$ cat src/rtl/seven_seg_scan_ctrl.sv
// Time-multiplexed seven-segment scanner: one digit per PRESCALE-cycle slot, frame-coherent
// data snapshot, per-slot anti-ghosting guard, leading-zero blanking and selectable polarity.
module seven_seg_scan_ctrl #(
  parameter int N_DIGITS   = 4,
  parameter int PRESCALE   = 50000,
  parameter int GUARD      = 2,
  parameter int HEX_MODE   = 1,
  parameter int ACTIVE_LOW = 1
) (
  input  logic                  CLK,
  input  logic                  RST,
  input  logic                  EN,
  input  logic [4*N_DIGITS-1:0] D,
  input  logic [N_DIGITS-1:0]   DP_IN,
  input  logic                  LZ_BLANK,
  output logic [6:0]            SevOut,
  output logic                  DP,
  output logic [N_DIGITS-1:0]   Dig,
  output logic                  Frame_tick
);

  localparam int CW = (PRESCALE > 1) ? $clog2(PRESCALE) : 1;
  localparam int IW = (N_DIGITS > 1) ? $clog2(N_DIGITS) : 1;
  localparam logic [CW-1:0] CNT_LAST = CW'(PRESCALE - 1);
  localparam logic [CW-1:0] GUARD_C  = CW'(GUARD);
  localparam logic [IW-1:0] IDX_LAST = IW'(N_DIGITS - 1);
  localparam logic          INACT    = (ACTIVE_LOW != 0);

  logic [CW-1:0]         cnt;
  logic [IW-1:0]         idx;
  logic [4*N_DIGITS-1:0] snap_d;
  logic [N_DIGITS-1:0]   snap_dp;

  logic                  slot_end;
  logic                  frame_end;
  logic                  in_guard;
  logic [3:0]            code;
  logic                  dp_req;
  logic                  blank;
  logic                  upper_zero;
  logic [N_DIGITS-1:0]   lz_vec;
  logic [N_DIGITS-1:0]   onehot;
  logic [6:0]            seg_al;

  // Segment patterns in active-low form ({g,f,e,d,c,b,a}, 0 = lit).
  function automatic logic [6:0] decode(input logic [3:0] c);
    logic [6:0] s;
    case (c)
      4'h0: s = 7'b1000000;
      4'h1: s = 7'b1111001;
      4'h2: s = 7'b0100100;
      4'h3: s = 7'b0110000;
      4'h4: s = 7'b0011001;
      4'h5: s = 7'b0010010;
      4'h6: s = 7'b0000010;
      4'h7: s = 7'b1111000;
      4'h8: s = 7'b0000000;
      4'h9: s = 7'b0010000;
      4'hA: s = (HEX_MODE != 0) ? 7'b0001000 : 7'b1111111;
      4'hB: s = (HEX_MODE != 0) ? 7'b0000011 : 7'b1111111;
      4'hC: s = (HEX_MODE != 0) ? 7'b1000110 : 7'b1111111;
      4'hD: s = (HEX_MODE != 0) ? 7'b0100001 : 7'b1111111;
      4'hE: s = (HEX_MODE != 0) ? 7'b0000110 : 7'b1111111;
      default: s = (HEX_MODE != 0) ? 7'b0001110 : 7'b1111111;
    endcase
    return s;
  endfunction

  assign slot_end  = (cnt == CNT_LAST);
  assign frame_end = slot_end && (idx == IDX_LAST);
  assign in_guard  = (GUARD != 0) && (cnt < GUARD_C);

  // Walk from the most significant digit down; a digit is a leading zero while all above are zero.
  always_comb begin
    upper_zero = 1'b1;
    lz_vec     = '0;
    for (int unsigned j = 0; j < N_DIGITS; j++) begin
      upper_zero = upper_zero && (snap_d[4*(N_DIGITS-1-j) +: 4] == 4'd0);
      lz_vec[N_DIGITS-1-j] = upper_zero && ((N_DIGITS - 1 - j) != 0);
    end
  end

  always_comb begin
    code   = '0;
    dp_req = 1'b0;
    blank  = 1'b0;
    onehot = '0;
    for (int unsigned j = 0; j < N_DIGITS; j++) begin
      if (idx == IW'(j)) begin
        code      = snap_d[4*j +: 4];
        dp_req    = snap_dp[j];
        blank     = LZ_BLANK && lz_vec[j];
        onehot[j] = 1'b1;
      end
    end
    seg_al = blank ? 7'b1111111 : decode(code);
  end

  always_ff @(posedge CLK or posedge RST) begin
    if (RST) begin
      cnt        <= '0;
      idx        <= '0;
      snap_d     <= '0;
      snap_dp    <= '0;
      Dig        <= {N_DIGITS{INACT}};
      SevOut     <= {7{INACT}};
      DP         <= INACT;
      Frame_tick <= 1'b0;
    end else begin
      Frame_tick <= EN && frame_end;
      if (EN) begin
        if (slot_end) begin
          cnt <= '0;
          idx <= (idx == IDX_LAST) ? '0 : idx + 1'b1;
        end else begin
          cnt <= cnt + 1'b1;
        end
        if (frame_end) begin
          snap_d  <= D;
          snap_dp <= DP_IN;
        end
      end
      if (!EN || in_guard) begin
        Dig    <= {N_DIGITS{INACT}};
        SevOut <= {7{INACT}};
        DP     <= INACT;
      end else begin
        Dig    <= onehot ^ {N_DIGITS{INACT}};
        SevOut <= seg_al ^ {7{~INACT}};
        DP     <= dp_req ^ INACT;
      end
    end
  end

endmodule

$ cat config.mk
export PLATFORM = sky130hd
export DESIGN_NAME = seven_seg_scan_ctrl
export DESIGN_NICKNAME = d
export VERILOG_FILES = /design/src/rtl/seven_seg_scan_ctrl.sv
export SDC_FILE = /design/constraint.sdc
export NUM_CORES = 1
export LEC_CHECK = 0
export ABC_AREA = 1
export CAP_MARGIN = 20
export CORE_MARGIN = 10
export CORE_UTILIZATION = 50
export CTS_BUF_LIST = sky130_fd_sc_hd__clkbuf_2
export DETAILED_ROUTE_END_ITERATION = 8
export PLACE_DENSITY = 0.71
export SETUP_SLACK_MARGIN = 0.05
export SLEW_MARGIN = 20
export SYNTH_ARGS = -nofsm -noshare
export SYNTH_HDL_FRONTEND = slang
export SYNTH_SLANG_ARGS = --single-unit
$ cat constraint.sdc
create_clock -name CLK -period 2.5 [get_ports CLK]
set_input_delay 0.5 -clock CLK [delete_from_list [all_inputs] [get_ports CLK]]
set_output_delay 0.5 -clock CLK [all_outputs]
set_load 0.02 [all_outputs]
==> results.toml <==
[cts]
path_clk_slew_ns = 0.25
clock_latency_ns = 0.42
tritoncts = "done"
root_buffer = "clkbuf_2"
postCtsSetupRepairBufs = 0
clock_sinks = 51
cts_buffer_depth = 2
post_cts_resize_count = 0
htreeDepth = 2
cts_buffers = 5
holdBufCountCts = 0

[critical_path]
critPathMaxFanout = 1
crit_chain = "clkdlybuf4s50_1"
max_stage_delay_ns = 0.60
critPathArrivalTime_ns = 1.61
crit_type = "reg -> out"
path_delay_family = "buffers and inverters"
cp.required_ns = 2.00
path_buf_inv = 1
slowest_stage = "clkdlybuf4s50_1"
critPathLaunchType = "flop"
end_kind = "primary output"

[place]
dpl_cell_area_um2 = 3220
io_buffers = 36
gp_congestion = 0.925
dp.cells = 474
hpwl_mm = 4.70

[timing]
hold_viol_final = 0
relSlewSlack_pct = 68.8
drv_slew = 0
tns_ns = 0
min_period_over_period_pct = 84.2
setup_viol = 0
clock.fmax_mhz = 475
finClkSkew_ns = 0.0252
min_period_ns = 2.11
worstMarginPinSlew_ns = 0.464
grt_setup_unrepaired = "no"

[die]
start_util_pct = 51.1
io_pins = 37
die_y_um = 94.6
dieArea_um2 = 8940
fp.coreArea_um2 = 5440
die_w_um = 94.6
core.rowCount = 27

[synth]
ys_ff_latch = 51
yosysTopAreaCellShare_pct = 35.1
synth_top_cell_by_area = "dfrtp_1"
syn_avg_cell_area_um2 = 7.53
synth_edf_count = 0
syn_area_um2 = 2780
synthCells = 369
yosys-top-cells-area = "dfrtp_1 35%, nand2_1 18%, dfstp_2 11%"
yosysUniqueCellTypes = 26
synthFlopType = "dfrtp_1"
netlist_top_cells_count = "130 x nand2_1, 39 x dfrtp_1, 38 x inv_1, 38 x nand3_1, 36 x nor2_1"
yosysMostFrequentCell = "nand2_1"
ys_warn_count = 0
ys_seq_area_share_pct = 46.5
async_flop_share_pct = 100
syn_nets = 404

[drt]
drc = 0
first_iter_violations = 157
wire_per_inst_um = 12.6
vias_per_cell = 5.00
via_count = 2410
ant_nets = 0
first_pass_iters = 4
wl_mm = 6.08

[grt]
grt_max_degree = 52
grt_util_all_layers_pct = 14.2
grt_pass1_vias = 2306
grt.overflow.total = 0
grt_antenna_before_repair = 0
grt_pass1_wl_mm = 10.4

[layout]
nets = 444
num_antenna_cells = 0
drive_gt1_share_pct = 8.54
final_cells = 482
syn2layout_area_growth_pct = 18.3
fill_cells = 506
final_area_um2 = 3290

[status]
status = "completed"

[worst_hold_path]
min_path_type = "in -> async"

[power_and_ir_drop]
irDropWorstVdd_v = 0.000379
power_density_nw_per_um2 = 527
leakagePower_uw = 0.00169

[job]
maxCapViolations = 0
layout by cell type, fill, tap and decap left out:
| master | count |
|---|---|
| bufinv_16 | 1 |
| clkbuf_2 | 5 |
| nand3_1 | 38 |
| clkdlybuf4s50_1 | 36 |
| nor2_1 | 36 |
| nor3_2 | 2 |
| dfstp_2 | 12 |
| o31ai_1 | 1 |
| buf_4 | 3 |
| nor3_1 | 6 |
| o211ai_1 | 1 |
| buf_12 | 1 |
| a21oi_1 | 13 |
| inv_1 | 37 |
| and3_1 | 1 |
| nand4_1 | 5 |
| clkinv_2 | 1 |
| nand3_2 | 1 |
| o21ai_0 | 9 |
| ha_1 | 11 |
| nand3b_1 | 3 |
| and2_1 | 1 |
| dfrtp_1 | 39 |
| clkinv_1 | 1 |
| nand2_1 | 130 |
| o21ai_1 | 1 |
| xnor2_1 | 1 |
| inv_2 | 5 |
| nor4_1 | 1 |
| xor2_1 | 4 |
| nand2_2 | 4 |
state kept, by name (all words and copies together) (netlist names):
signal / flops
DP: 1
Dig: 4
Frame_tick: 1
SevOut: 7
cnt: 16
idx: 2
snap_d: 16
snap_dp: 4
worst paths after layout:
| kind | startpoint | end | slack (ns) | cells past startpoint |
|---|---|---|---|---|
| max | Dig[1] | Dig[1] | 0.39 | 1 |
| min | RST | cnt[0] | 0.38 | 3 |
| max reg2reg | idx[0] | SevOut[5] | 0.42 | 11 |
| min reg2reg | snap_d[9] | snap_d[9] | 0.52 | 2 |
| max in group asynchronous | RST | SevOut[2] | 1.81 | 3 |
| min in group CLK | snap_d[9] | snap_d[9] | 0.52 | 2 |
final cells by class:
cell class | instances | area, um^2 | share of cell area (%)
multi-input cells | 269 | 1280 | 39.0
clock inverters | 3 | 38.8 | 1.18
flip-flops and latches | 51 | 1290 | 39.3
clock buffers | 5 | 25.0 | 0.761
well taps | 72 | 90.1 | 2.74
repair buffers | 40 | 403 | 12.3
inverters | 42 | 158 | 4.79
per-stage QoR:
stage               utilization [%]  total power, uW  setup WS [ns]  hold WS, ns
finish                         60.5             1730          0.395        0.380
global route                   60.5             1840          0.185        0.399
detailed placement             59.3             1330          0.467        0.474
global placement               59.3             1320          0.482        0.466
floorplan                         -             1210          0.534        0.409
CTS                            60.5             1740          0.372        0.387
routing by layer:
metal,track usage (%),share of wire [%],vias to the layer above
li1,-,-,1243
met1,18.3,47,1105
met2,22.5,44,57
met3,4.04,8.1,5
met4,4.11,0.66,0
met5,0,0,-
power by group:
| group | switching (uW) | total [uW] | internal [uW] |
|---|---|---|---|
| Sequential | 91.3 | 995 | 903 |
| Clock | 250 | 415 | 164 |
| Combinational | 185 | 322 | 137 |
| Total | 527 | 1730 | 1200 |
kinds of logic after synthesis:
| logic type | synth area share, % |
|---|---|
| XOR/XNOR | 1.58 |
| AND/OR/NAND/NOR | 34.9 |
| buffers and inverters | 7.38 |
| adder cells (fa/ha/maj) | 4.95 |
| AO/OA/AOI/OAI | 4.68 |
| flip-flops | 46.5 |
worst register-to-register path: stages, from the launching register on:
cell and delay, ns:
dfrtp_1 0.47, inv_1 0.10, ha_1 0.32, a21oi_1 0.16
nand2_1 0.08, a21oi_1 0.20, inv_1 0.11, ha_1 0.23
nand3_1 0.14, nand2_1 0.07, nand2_1 0.06, nand3_1 0.07
Power figures use the tool's default switching activity.
